`config.mk`:
```
export PLATFORM = sky130hd
export DESIGN_NAME = data_mem_responder
export DESIGN_NICKNAME = d
export VERILOG_FILES = /design/src/rtl/data_mem_responder_pkg.sv /design/src/rtl/data_mem_responder_array.sv /design/src/rtl/data_mem_responder.sv
export SDC_FILE = /design/constraint.sdc
export NUM_CORES = 2
export LEC_CHECK = 0
export CORE_MARGIN = 5
export CORE_UTILIZATION = 25
export CTS_CLUSTER_SIZE = 28
export DETAILED_ROUTE_END_ITERATION = 12
export DONT_BUFFER_PORTS = 1
export GPL_TIMING_DRIVEN = 0
export PLACE_DENSITY = 0.38
export SYNTH_ARGS = -nofsm -noshare
export SYNTH_HDL_FRONTEND = slang
export SYNTH_HIERARCHICAL = 1
export SYNTH_SLANG_ARGS = --single-unit
```
`constraint.sdc`:
```
create_clock -name clk -period 4.8 [get_ports clk]
set_clock_uncertainty 0.1 [all_clocks]
set_input_delay 1.2 -clock clk [delete_from_list [all_inputs] [get_ports clk]]
set_output_delay 1.2 -clock clk [all_outputs]
set_load 0.1 [all_outputs]
```
`src/rtl/data_mem_responder_pkg.sv`:
```
// -----------------------------------------------------------------------------
// data_mem_responder_pkg
// Shared CPU-side definitions for the data memory responder:
//   - DATA_W / ADDR_W : 16-bit data and word-address widths
//   - LATENCY_MIN/MAX : legal bounds of the responder's WAIT latency
//   - CNT_W           : width of the WAIT down-counter
//   - state_t         : responder FSM state encoding (2 bits)
//   - latency_load()  : counter reload value for a given latency, clamped
// -----------------------------------------------------------------------------
package data_mem_responder_pkg;

    localparam int DATA_W      = 16;
    localparam int ADDR_W      = 16;
    localparam int LATENCY_MIN = 1;
    localparam int LATENCY_MAX = 15;
    localparam int CNT_W       = $clog2(LATENCY_MAX + 1);

    typedef enum logic [1:0] {
        IDLE = 2'd0,
        WAIT = 2'd1,
        RESP = 2'd2
    } state_t;

    // The counter is loaded with LATENCY-1 so that WAIT spans LATENCY cycles.
    // Out-of-range latencies are clamped into the legal window.
    function automatic logic [CNT_W-1:0] latency_load(input int latency);
        int lat;
        lat = latency;
        if (lat < LATENCY_MIN) lat = LATENCY_MIN;
        if (lat > LATENCY_MAX) lat = LATENCY_MAX;
        return CNT_W'(lat - 1);
    endfunction

endpackage

```
`src/rtl/data_mem_responder_array.sv`:
```
// -----------------------------------------------------------------------------
// dmem_array
// Single-port data storage: synchronous write, synchronous (registered) read.
// Contents are never reset.
// Ports:
//   clk   - clock
//   en    - access enable (read or write this edge)
//   we    - 1 = write wdata to mem[addr], 0 = read mem[addr] into rdata
//   addr  - word index
//   wdata - write data
//   rdata - registered read data, updated on enabled accesses only
// -----------------------------------------------------------------------------
module dmem_array
    import data_mem_responder_pkg::*;
#(
    parameter int DEPTH = 256,
    parameter int IDX_W = 8
) (
    input  logic              clk,
    input  logic              en,
    input  logic              we,
    input  logic [IDX_W-1:0]  addr,
    input  logic [DATA_W-1:0] wdata,
    output logic [DATA_W-1:0] rdata
);

    logic [DATA_W-1:0] mem [DEPTH];
    logic [DATA_W-1:0] rdata_reg;

    // Read-first: rdata on a write edge carries the old word; the responder
    // never uses rdata after a write, so this costs nothing.
    always_ff @(posedge clk) begin
        if (en) begin
            if (we) begin
                mem[addr] <= wdata;
            end
            rdata_reg <= mem[addr];
        end
    end

    assign rdata = rdata_reg;

endmodule

```
`src/rtl/data_mem_responder.sv`:
```
// -----------------------------------------------------------------------------
// data_mem_responder
// CPU data-memory responder: accepts one request at a time in IDLE, spends
// LATENCY cycles in WAIT, performs the access on the WAIT->RESP edge, then
// presents a response (read data or write acknowledge) held until resp_ready.
// Optional feature: define DMEM_RANGE_CHECK_EN to flag req_addr >= DEPTH as
// an error (write suppressed, read returns 0, resp_err = 1). Without it the
// address wraps to its low clog2(DEPTH) bits and resp_err is tied to 0.
// Ports:
//   clk, rst (synchronous, active-low)
//   req_valid, req_we, req_addr, req_wdata, req_ready   - request channel
//   resp_valid, resp_ready, data_mem_to_cpu, resp_err   - response channel
// Parameters: DEPTH (words, default 256), LATENCY (1..15, default 2).
// -----------------------------------------------------------------------------
module data_mem_responder
    import data_mem_responder_pkg::*;
#(
    parameter int DEPTH   = 256,
    parameter int LATENCY = 2
) (
    input  logic              clk,
    input  logic              rst,
    input  logic              req_valid,
    input  logic              req_we,
    input  logic [ADDR_W-1:0] req_addr,
    input  logic [DATA_W-1:0] req_wdata,
    output logic              req_ready,
    output logic              resp_valid,
    input  logic              resp_ready,
    output logic [DATA_W-1:0] data_mem_to_cpu,
    output logic              resp_err
);

    localparam int               IDX_W    = (DEPTH > 1) ? $clog2(DEPTH) : 1;
    localparam logic [CNT_W-1:0] CNT_LOAD = latency_load(LATENCY);

    state_t            state_reg;
    logic [CNT_W-1:0]  cnt_reg;
    logic              we_reg;
    logic [IDX_W-1:0]  addr_reg;
    logic [DATA_W-1:0] wdata_reg;
    logic              err_reg;
    logic              req_ready_reg;
    logic              resp_valid_reg;
    logic              resp_err_reg;
    logic [DATA_W-1:0] rdata_out_reg;

    logic              addr_err;
    logic              mem_en;
    logic              mem_we;
    logic [DATA_W-1:0] mem_rdata;

`ifdef DMEM_RANGE_CHECK_EN
    assign addr_err = (32'(req_addr) >= 32'(DEPTH));
`else
    // Upper address bits are deliberately dropped (aliasing).
    logic addr_hi_unused;
    assign addr_hi_unused = ^req_addr;
    assign addr_err       = 1'b0;
`endif

    // The array access fires during the last WAIT cycle so it lands on the
    // WAIT->RESP edge. Gating with rst keeps an aborted write out of memory.
    assign mem_en = rst && (state_reg == WAIT) && (cnt_reg == '0);
    assign mem_we = we_reg && !err_reg;

    dmem_array #(
        .DEPTH (DEPTH),
        .IDX_W (IDX_W)
    ) u_dmem_array (
        .clk   (clk),
        .en    (mem_en),
        .we    (mem_we),
        .addr  (addr_reg),
        .wdata (wdata_reg),
        .rdata (mem_rdata)
    );

    // RESP has two phases: the first cycle is the array's registered-read
    // cycle (resp_valid still low); on the next edge the outputs are loaded
    // and resp_valid rises, LATENCY+1 edges after the accepting edge.
    always_ff @(posedge clk) begin
        if (!rst) begin
            state_reg      <= IDLE;
            cnt_reg        <= '0;
            we_reg         <= 1'b0;
            addr_reg       <= '0;
            wdata_reg      <= '0;
            err_reg        <= 1'b0;
            req_ready_reg  <= 1'b1;
            resp_valid_reg <= 1'b0;
            resp_err_reg   <= 1'b0;
            rdata_out_reg  <= '0;
        end else begin
            case (state_reg)
                IDLE: begin
                    if (req_valid && req_ready_reg) begin
                        we_reg        <= req_we;
                        addr_reg      <= req_addr[IDX_W-1:0];
                        wdata_reg     <= req_wdata;
                        err_reg       <= addr_err;
                        cnt_reg       <= CNT_LOAD;
                        req_ready_reg <= 1'b0;
                        state_reg     <= WAIT;
                    end
                end
                WAIT: begin
                    if (cnt_reg == '0) begin
                        state_reg <= RESP;
                    end else begin
                        cnt_reg <= cnt_reg - CNT_W'(1);
                    end
                end
                RESP: begin
                    if (!resp_valid_reg) begin
                        resp_valid_reg <= 1'b1;
                        resp_err_reg   <= err_reg;
                        // Writes leave the last read value in place.
                        if (!we_reg) begin
                            rdata_out_reg <= err_reg ? '0 : mem_rdata;
                        end
                    end else if (resp_ready) begin
                        resp_valid_reg <= 1'b0;
                        resp_err_reg   <= 1'b0;
                        req_ready_reg  <= 1'b1;
                        state_reg      <= IDLE;
                    end
                end
                default: begin
                    state_reg     <= IDLE;
                    req_ready_reg <= 1'b1;
                end
            endcase
        end
    end

    assign req_ready       = req_ready_reg;
    assign resp_valid      = resp_valid_reg;
    assign resp_err        = resp_err_reg;
    assign data_mem_to_cpu = rdata_out_reg;

endmodule

```
==> impl_metrics.tcl <==
set metrics [dict create \
    outcome "complete, but fails checks" \
    violations "setup timing" \
    drtIter0Drc 8398 \
    arrival_ns 5.52 \
    p_per_area_nw_per_um2 424 \
    fmax_mhz 203 \
    cp_top_family "simple AND/OR/NAND/NOR gates" \
    synth_area_um2 157000 \
    place_area_um2 175000 \
    path_class "input port to flop" \
    cts_tree "built" \
    setup_violations 57 \
    ys_warn_count 6 \
    synth_nets 6969 \
    die_area_um2 645000 \
    worst_ir_drop_vdd_mv 0.323 \
    place.gp.congestion 0.831 \
    synth.ff_latch_count 4161 \
    grt_max_degree 81 \
    pin_count 56 \
    instances_no_fill 16500 \
    cp-endpoint "u_dmem_array/mem[157][3]" \
    slew_viol_final 0 \
    max_stage_delay_ns 0.79 \
    regArea_um2 125000 \
    crit_buf_inv 5 \
    hold_path_depth 2 \
    drc 0 \
    clk_pin_slew_ns 0.06 \
    port_buffers 0 \
    dpl.cell_count 15600 \
    die_y_um 803 \
    crit_path_frequent_cell "buf_12" \
    required_ns 5.40 \
    hpwlAfterDp_um 377000 \
    overflow 0 \
    reg2regPathDepth 8 \
    cp.depth 10 \
    regMostFlops "u_dmem_array/mem" \
    hold_violations 0 \
    grt_pass1_wl_um 717000 \
    die_w_um 803 \
    p_leak_nw 56.4 \
    fin_crit_ns 4.92 \
    detail_route.wl_per_cell_um 32.3 \
    initial_utilization_pct 25.1 \
    setup.worst_path.end_class "flop" \
    finalSetupTns_ns -3.05 \
    antenna_found_initial 39 \
    path_max_fanout 12 \
    largest_reg_flops 4096 \
    reg2reg_setup_slack_ns -0.10 \
    critPathLaunch "rst" \
    post_route_cells_drive_above_1_share_pct 31.7 \
    vias 78200 \
    rr_startpoint "addr_reg[1]" \
    nets 7787 \
    clock_latency_ns 1.02 \
    rsz0062_at_grt "yes" \
    synth_edf_count 4112 \
    synthFlopType "edfxtp_1" \
    grt_pass1_vias 80300 \
    relSlewSlack_pct 4.67 \
    crit_slowest_cell "clkbuf_1" \
    synth_cells 6930 \
    tightest_slew_ns 1.43 \
    finalWirelength_um 534000 \
    clock_sinks 4161 \
    finalPower_mw 81.0 \
    fillers 60200 \
    fin_util_pct 30.4 \
    multi_input_area_um2 32200 \
    post_drt_via_cell_ratio 4.74 \
    rows 291 \
    crit_path_cell_trace "clkbuf_1 -> and3_4 -> nand2_1 -> nor3b_2 -> nand2_2 -> buf_12 -> clkbuf_2 -> buf_12 -> nor2_2 -> buf_16" \
    core_area_um2 627000 \
    setup_slack_ns -0.118 \
    yosysUniqueCellTypes 39 \
    reg2reg_to "u_dmem_array/rdata[1]" \
    syn_avg_cell_area_um2 22.7 \
    cts_max_level 5 \
    hold_buffers 0 \
    first_pass_iters 5 \
    fin_worst_hold_slack_ns 0.217 \
    finalInstanceArea_um2 191000 \
    hold_path_class "input port to flop" \
    final_antenna_net_count 0 \
    synthArstFlopShare_pct 0 \
    startpoint_type "input port" \
    yosysSeqAreaShare_pct 79.2 \
    cts_buffer_depth 4 \
    root_buffer "clkbuf_16" \
    place_ws_ns -2.26 \
    period_share_pct 102 \
    numCtsBuffers 460 \
    drv_cap 0 \
    grt_use_total_pct 16.1 \
    syn_to_final_growth_pct 21.5 \
]
==> layer usage <==
layer | vias up | wire length (um) | global-route usage, %
met2 | 2485 | 252000 | 26.1
met4 | 2 | 16200 | 4.44
met1 | 43600 | 233000 | 22.2
met3 | 661 | 32500 | 3.03
li1 | 31500 | - | -
met5 | - | 12 | 0
==> layout make-up <==
type / count / share of cell area, %
tap: 8350 / 5.47
clock buffer: 575 / 6.31
antenna: 18 / 0.0236
multi-input combinational: 2338 / 16.9
clock inverter: 276 / 1.36
timing repair buffer: 359 / 3.60
sequential: 4161 / 65.2
buffer: 424 / 1.14
inverter: 4 / 0.00786
==> power breakdown <==
group / internal (mW) / leakage, nW / switching, mW
combinational: 1.90 / 12.1 / 4.16
sequential: 40.3 / 37.2 / 0.253
clock: 19.6 / 7.10 / 14.8
==> cells in the mapped netlist (2+ instances only) <==
master | number | area share [%]
o41ai_1 | 64 | 0.36
ha_1 | 2 | 0.016
nor3b_1 | 4 | 0.019
nor2b_1 | 7 | 0.028
o31a_1 | 2 | 0.011
inv_1 | 4 | 0.0095
nor2_1 | 260 | 0.62
a21oi_1 | 259 | 0.82
edfxtp_1 | 4112 | 79
nand2_1 | 115 | 0.27
mux4_2 | 1024 | 15
a22oi_1 | 512 | 2.4
nand2b_1 | 3 | 0.012
or3_1 | 2 | 0.0080
buf_2 | 107 | 0.34
o21ai_0 | 4 | 0.013
buf_4 | 13 | 0.062
a21boi_1 | 13 | 0.062
dfxtp_1 | 49 | 0.62
buf_1 | 32 | 0.076
a21boi_0 | 31 | 0.15
nand3_1 | 4 | 0.013
clkbuf_1 | 274 | 0.65
or4_1 | 2 | 0.0095
nand4_1 | 16 | 0.064
and2_1 | 2 | 0.0080
==> worst min-delay path by stage <==
stage / from / endpoint / slack [ns]
final: req_wdata[10] / wdata_reg[10] / 0.22
after global routing: req_wdata[10] / wdata_reg[10] / 0.15
after detailed placement: addr_reg[4] / addr_reg[4] / 0.38
after CTS: req_wdata[10] / wdata_reg[10] / 0.09
after floorplan: addr_reg[0] / addr_reg[0] / 0.35
after global placement: cnt_reg[0] / cnt_reg[0] / 0.40
==> cells by family (layout without fill, tap and decap cells) <==
family,count (synthesis),in the layout,share of synthesized area [%]
AND/OR/NAND/NOR,423,423,1.11
flip-flops,4161,4161,79.2
buffers and inverters,431,1638,1.15
adder cells (fa/ha/maj),2,2,0.0159
other,1,19,0.00239
AO/OA/AOI/OAI,888,888,3.88
multiplexers,1024,1024,14.7
==> cells in the final DEF, fill, tap and decap left out, types with 13 or more instances in the layout <==
master     count
mux4_2      1024
dfxtp_1       33
clkbuf_1     292
o41ai_1       18
o41ai_4       13
buf_12        27
clkinv_1     128
a22oi_1      503
buf_1         14
clkbuf_4      18
bufinv_16     33
buf_16       121
clkbuf_16    462
dfxtp_4       16
clkinv_16     16
diode_2       18
nand2_1       98
buf_6         31
edfxtp_1    4112
clkinv_2      75
nand4_1       16
buf_8        180
o41ai_2       33
a21oi_1      255
clkbuf_2      70
buf_2         75
buf_4         49
a21boi_1      13
a21boi_0      31
nor2_2       254
==> what timing repair did <==
action | in CTS | in global routing
setup buffers | 1 | 0
pin swaps | 12 | 3
endpoints found under the setup margin | 3988 | 53
resized for setup | 196 | 16
Note: power is estimated with default switching activity, not from simulation.
